**config.mk**
```make
export PLATFORM = sky130hd
export DESIGN_NAME = ram_march_bist
export DESIGN_NICKNAME = d
export VERILOG_FILES = /design/src/rtl/ram_march_bist.sv
export SDC_FILE = /design/constraint.sdc
export NUM_CORES = 1
export LEC_CHECK = 0
export ABC_AREA = 0
export BUFFER_PORTS_ARGS = -buffer_cell sky130_fd_sc_hd__clkbuf_2
export CAP_MARGIN = 40
export CORE_UTILIZATION = 45
export CTS_CLUSTER_DIAMETER = 200
export CTS_CLUSTER_SIZE = 28
export DETAILED_ROUTE_END_ITERATION = 8
export PLACE_DENSITY = 0.64
export SLEW_MARGIN = 20
export SYNTH_ARGS = -nofsm -noshare
export SYNTH_HDL_FRONTEND = slang
export SYNTH_SLANG_ARGS = --single-unit
```
**constraint.sdc**
```tcl
create_clock -name clk -period 2.6 [get_ports clk]
set_input_delay 0.52 -clock clk [delete_from_list [all_inputs] [get_ports clk]]
set_output_delay 0.52 -clock clk [all_outputs]
set_load 0.005 [all_outputs]
```
**src/rtl/ram_march_bist.sv**
```systemverilog
// March C- memory BIST controller: drives the RAM write/read pins, checks every read
// against the expected background and captures the first failing word.
module ram_march_bist #(
    parameter int WIDTH        = 4,
    parameter int DEPTH        = 8,
    parameter int RD_LAT       = 1,
    parameter int STOP_ON_FAIL = 0,
    localparam int AW          = (DEPTH > 1) ? $clog2(DEPTH) : 1
) (
    input  logic             clk,
    input  logic             res,
    input  logic             start,
    output logic             busy,
    output logic             done,
    output logic             fail,
    output logic [AW-1:0]    fail_addr,
    output logic [WIDTH-1:0] fail_exp,
    output logic [WIDTH-1:0] fail_data,
    output logic             mem_wen,
    output logic             mem_ren,
    output logic [AW-1:0]    mem_addr,
    output logic [WIDTH-1:0] mem_data,
    input  logic [WIDTH-1:0] mem_q
);

    typedef enum logic [2:0] {S_IDLE, S_WR, S_RD, S_RWAIT, S_DONE} state_e;
    typedef enum logic [2:0] {M0, M1, M2, M3, M4, M5} elem_e;

    localparam int               CW  = (RD_LAT > 1) ? $clog2(RD_LAT) : 1;
    localparam logic [AW-1:0]    TOP = AW'(DEPTH - 1);
    localparam logic [WIDTH-1:0] B0  = '0;
    localparam logic [WIDTH-1:0] B1  = '1;

    state_e           state;
    elem_e            elem;
    elem_e            nxt_elem;
    logic [CW-1:0]    wcnt;
    logic [AW-1:0]    nxt_addr;
    logic [WIDTH-1:0] exp_word;
    logic             elem_down;
    logic             nxt_rd;
    logic             seq_end;
    logic             cmp_now;
    logic             mismatch;
    logic             stop_now;

    // Works out the op that follows the current one, assuming the current op ends this cycle.
    always_comb begin
        // NOTE: every always_comb output gets a default first so no path can infer a latch.
        nxt_elem  = elem;
        nxt_addr  = mem_addr;
        nxt_rd    = 1'b0;
        seq_end   = 1'b0;
        elem_down = (elem == M3) || (elem == M4);
        exp_word  = ((elem == M2) || (elem == M4)) ? B1 : B0;
        cmp_now   = ((state == S_RD) && (RD_LAT == 0)) || ((state == S_RWAIT) && (wcnt == '0));
        mismatch  = cmp_now && (mem_q != exp_word);
        stop_now  = mismatch && (STOP_ON_FAIL != 0);

        if ((state != S_WR) && (elem != M5)) begin
            nxt_rd = 1'b0;  // read half done: the write of the same address follows
        end else if (elem_down ? (mem_addr == '0) : (mem_addr == TOP)) begin
            if (elem == M5) begin
                seq_end = 1'b1;
            end else begin
                nxt_elem = elem_e'(elem + 3'd1);
                nxt_rd   = 1'b1;
                nxt_addr = ((elem == M2) || (elem == M3)) ? TOP : '0;
            end
        end else begin
            nxt_addr = elem_down ? (mem_addr - 1'b1) : (mem_addr + 1'b1);
            nxt_rd   = (elem != M0);
        end
    end

    always_ff @(posedge clk or negedge res) begin
        if (!res) begin
            state     <= S_IDLE;
            elem      <= M0;
            wcnt      <= '0;
            busy      <= 1'b0;
            done      <= 1'b0;
            fail      <= 1'b0;
            fail_addr <= '0;
            fail_exp  <= '0;
            fail_data <= '0;
            mem_wen   <= 1'b0;
            mem_ren   <= 1'b0;
            mem_addr  <= '0;
            mem_data  <= '0;
        end else begin
            // NOTE: state and registered outputs use non-blocking assignments so every
            // branch sees the pre-edge values of the other registers.
            case (state)
                S_IDLE: begin
                    done <= 1'b0;
                    if (start) begin
                        state     <= S_WR;
                        elem      <= M0;
                        busy      <= 1'b1;
                        mem_wen   <= 1'b1;
                        mem_ren   <= 1'b0;
                        mem_addr  <= '0;
                        mem_data  <= B0;
                        fail      <= 1'b0;
                        fail_addr <= '0;
                        fail_exp  <= '0;
                        fail_data <= '0;
                    end
                end
                S_WR, S_RD, S_RWAIT: begin
                    if (mismatch && !fail) begin
                        fail      <= 1'b1;
                        fail_addr <= mem_addr;
                        fail_exp  <= exp_word;
                        fail_data <= mem_q;
                    end
                    if ((state == S_RD) && (RD_LAT > 0)) begin
                        state   <= S_RWAIT;
                        mem_ren <= 1'b0;
                        wcnt    <= CW'(RD_LAT - 1);
                    end else if ((state == S_RWAIT) && (wcnt != '0)) begin
                        wcnt <= wcnt - 1'b1;
                    end else if (seq_end || stop_now) begin
                        state    <= S_DONE;
                        busy     <= 1'b0;
                        done     <= 1'b1;
                        mem_wen  <= 1'b0;
                        mem_ren  <= 1'b0;
                        mem_addr <= '0;
                        mem_data <= '0;
                    end else begin
                        state    <= nxt_rd ? S_RD : S_WR;
                        elem     <= nxt_elem;
                        mem_addr <= nxt_addr;
                        mem_wen  <= !nxt_rd;
                        mem_ren  <= nxt_rd;
                        mem_data <= ((nxt_elem == M1) || (nxt_elem == M3)) ? B1 : B0;
                    end
                end
                S_DONE: begin
                    done  <= 1'b0;
                    state <= S_IDLE;
                end
                default: state <= S_IDLE;
            endcase
        end
    end

endmodule

```
==> results by group <==
Clock network
  • Clock latency on the worst-skew pair: 0.32 ns
  • CTS clk-pin slew, worst paths: ~0.15 ns
  • Post-CTS Setup Repair Bufs: 0
  • H-tree Lvls: 1
  • Clock tree sinks: 24
  • Post-CTS Resized: 0
  • Clock root cell: clkbuf_4
  • CTS tree: yes
  • Number of buffers created by CTS: 3
  • Clk buf depth: 2
  • Hold buffers post-CTS: 0

Yosys
  • Dominant synthesized flop cell: dfrtp_1
  • Simple-Gate Fraction of Synth Area: 0.154
  • Area of the mapped netlist: between 1000 and 1500 um^2
  • Post-Synthesis Cells: 148
  • Async set-reset flop share out of synthesis: 1.00
  • FF+latch count, synth: 24
  • Register area share after synthesis: 0.401
  • Synthesized area per cell: 10.1 um^2
  • Synth Net Count: 161
  • YS warnings: 0
  • Number of flops mapped to enable cells by yosys: 0
  • Main combinational cell family by area after synthesis: compound AO/OA/AOI/OAI gates
  • Post-synthesis cell type count: 53
  • Compound-Gate Fraction of Synth Area: 0.246
  • Area share of fa/ha/maj cells after synthesis: 0.0552
  • Post-synthesis mux area share: 0.0661
  • XOR/XNOR share of the synthesized area: 0.00585

Placement
  • Detail Placement HPWL: 2400 um
  • Port Buffer Count: 29
  • Setup WS pre-CTS: between 0.3 and 0.4 ns
  • GP Congestion: 0.859

Timing
  • Final hold vios: 0
  • Period utilization: 0.865
  • Endpoints failing setup: 0
  • Tmin final: 2.25 ns
  • Final WS setup: 0.352 ns
  • Setup TNS: 0 ns
  • Max frequency: 445 MHz
  • Slew HR: 0.591
  • Worst slew pin tran: approximately 0.61 ns
  • Slew Limit Fails: 0
  • Clock skew: 0.0157 ns
  • RSZ-0062 raised after global routing: no

Detailed routing
  • Via count: approximately 1200
  • DRC viols: 0
  • Routed len/inst: 15.0 um
  • 1st-iter DRT viols: 37
  • Final ANT Viol Nets: 0
  • Routed wire length: 3250 um
  • Drt pass-1 iters: 4
  • Via-per-instance ratio: 5.58

Critical path
  • Critical path buffers and inverters: 1
  • Critical path arrival: between 2 and 2.5 ns
  • Reg2Reg Depth: 8
  • Beginning of the critical path: elem[0]$_DFFE_PN0P_
  • Reg2Reg Capture Point: mem_addr[2]$_DFFE_PN0P_
  • Worst path slowest cell: dfrtp_1
  • Critical path, cell by cell: inv_1, ha_1, mux2i_4, fa_1, or2b_1, mux2_2, mux2i_1, a211oi_1
  • Crit path max fanout: 7
  • Crit path launch type: flip-flop
  • Crit end category: flip-flop
  • FF-to-FF Start: elem[0]$_DFFE_PN0P_
  • Setup CP Type: reg -> reg
  • Top delay family on crit path: adder cells
  • Crit path required time: roughly 2.8 ns
  • CP peak stage delay: 0.48 ns
  • R2r setup slk: 0.35 ns

Finish
  • Fin nets: 187
  • Ant diodes: 0
  • P&R area growth vs syn: 13.2%
  • Share of layout cells above drive strength 1: 0.277
  • Fillers: 311

GRT
  • Initial antenna violation count: 0
  • Largest net degree at the start of global routing: 25
  • Vias in the first global route: 1164
  • GRT Util Overall: 0.205
  • GR Overflow Total: 0
  • First-pass GRT wire length: 5500 um

Die
  • I/O Pins: 30
  • Die Wd: approximately 60 um
  • Initial core utilization: 0.482
  • Die ar.: roughly 3600 um^2
  • FP Rows: 20
  • Die H: 59.7 um
  • Core Region: between 3000 and 4000 um^2

Flow run
  • Max-Cap Viols: 0

Power and ir drop
  • Leakage power: 0.826 nW
  • Pwr/cell area: 982 nW/um^2
  • Peak VDD IR: about 0.47 mV

Outcome
  • Outcome: finished, final reports clean

Min path
  • HP Class: in -> async
-- cell usage after synthesis, drive strengths merged, types with 2 or more instances --
cell type,instances,area share
a211o,2,0.012
a211oi,2,0.013
a21o,3,0.015
a21oi,10,0.033
a221o,7,0.048
a32o,2,0.014
and2,3,0.013
buf,10,0.049
dfrtp,24,0.40
ha,5,0.042
inv,8,0.020
mux2,2,0.018
mux2i,6,0.048
nand2,13,0.033
nand2b,4,0.017
nand3,3,0.010
nand4,2,0.0084
nor2,3,0.0075
nor2b,3,0.013
nor3,2,0.0067
o211ai,2,0.010
o21ai,5,0.017
o22ai,2,0.0084
o31ai,3,0.018
o32ai,2,0.017
or2,3,0.013
-- sequential cells by signal, summed over array words and instances (netlist names) --
register   cells
busy           1
wcnt           1
mem_addr       3
mem_ren        1
mem_data       1
elem           3
mem_wen        1
fail           1
fail_addr      3
done           1
fail_exp       1
fail_data      4
state          3
-- cell type report --
cell class	count	area, um^2	share of cell area
Sequential cell	24	601	0.355
Timing Repair Buffer	32	168	0.0990
Clock buffer	3	22.5	0.0133
Inverter	8	30.0	0.0177
Tap cell	44	55.1	0.0325
Multi-Input combinational cell	105	788	0.465
Clock inverter	1	30.0	0.0177
-- where the power goes --
group | leakage [nW] | internal, mW | switching [mW]
Clock | 0.0279 | 0.156 | 0.121
Combinational | 0.490 | 0.383 | 0.400
Sequential | 0.307 | 0.483 | 0.119
Total | 0.826 | 1.02 | 0.641
-- worst max path at each step --
stage	cells after the start	slack, ns	to
6_report	8	0.35	mem_addr[2]$_DFFE_PN0P_
4_1_cts	8	0.35	mem_addr[2]$_DFFE_PN0P_
3_5_place_dp	8	0.38	mem_addr[2]$_DFFE_PN0P_
3_3_place_gp	8	0.43	mem_addr[2]$_DFFE_PN0P_
5_1_grt	6	0.14	fail_addr[1]$_DFFE_PN0P_
2_1_floorplan	8	0.51	mem_addr[2]$_DFFE_PN0P_
-- metrics by stage --
| stage | cell area [um^2] | util | instances | hold WS (ns) | total power [mW] |
|---|---|---|---|---|---|
| after global routing | 1690 | 0.546 | 217 | 0.200 | 1.80 |
| after global placement | 1640 | 0.529 | 213 | 0.490 | 1.39 |
| after detailed placement | 1640 | 0.529 | 213 | 0.485 | 1.39 |
| after CTS | 1690 | 0.546 | 217 | 0.185 | 1.68 |
| final | 1690 | 0.546 | 217 | 0.169 | 1.66 |
| after floorplan | 1500 | - | 148 | 0.224 | 1.17 |
-- kinds of logic after synthesis --
logic type	after synthesis
AOI/OAI and AO/OA	47
xor gates and xnor gates	1
adders and majority gates	6
buffers and inverters	19
DFF	24
muxes	8
and+or+nand+nor	43
-- layer usage --
metal  vias up  part of all wire  track usage
li1        592                 -            -
met1       594              0.47        0.273
met2        23              0.49        0.346
met3         2             0.029       0.0216
met4         0            0.0065       0.0698
met5         -                 0            0
-- cells in the final DEF (no fill, tap or decap), types with 2 or more instances in the layout --
master    netlist  layout
clkbuf_2        0      29
dfrtp_1        24      24
nand2_1        13      13
a21oi_1        10      10
inv_1           8       8
a221o_1         6       6
o21ai_0         5       5
mux2i_1         5       5
ha_1            5       5
nand2b_1        4       4
a21o_1          3       3
nand3_1         3       3
nor2_1          3       3
and2_1          3       3
nor2b_1         3       3
clkbuf_4        0       3
buf_4           7       3
or2_2           2       2
o22ai_1         2       2
a211o_1         2       2
nor3_1          2       2
nand4_1         2       2
o31ai_1         2       2
o211ai_1        2       2
Note: power is estimated with default switching activity, not from simulation.
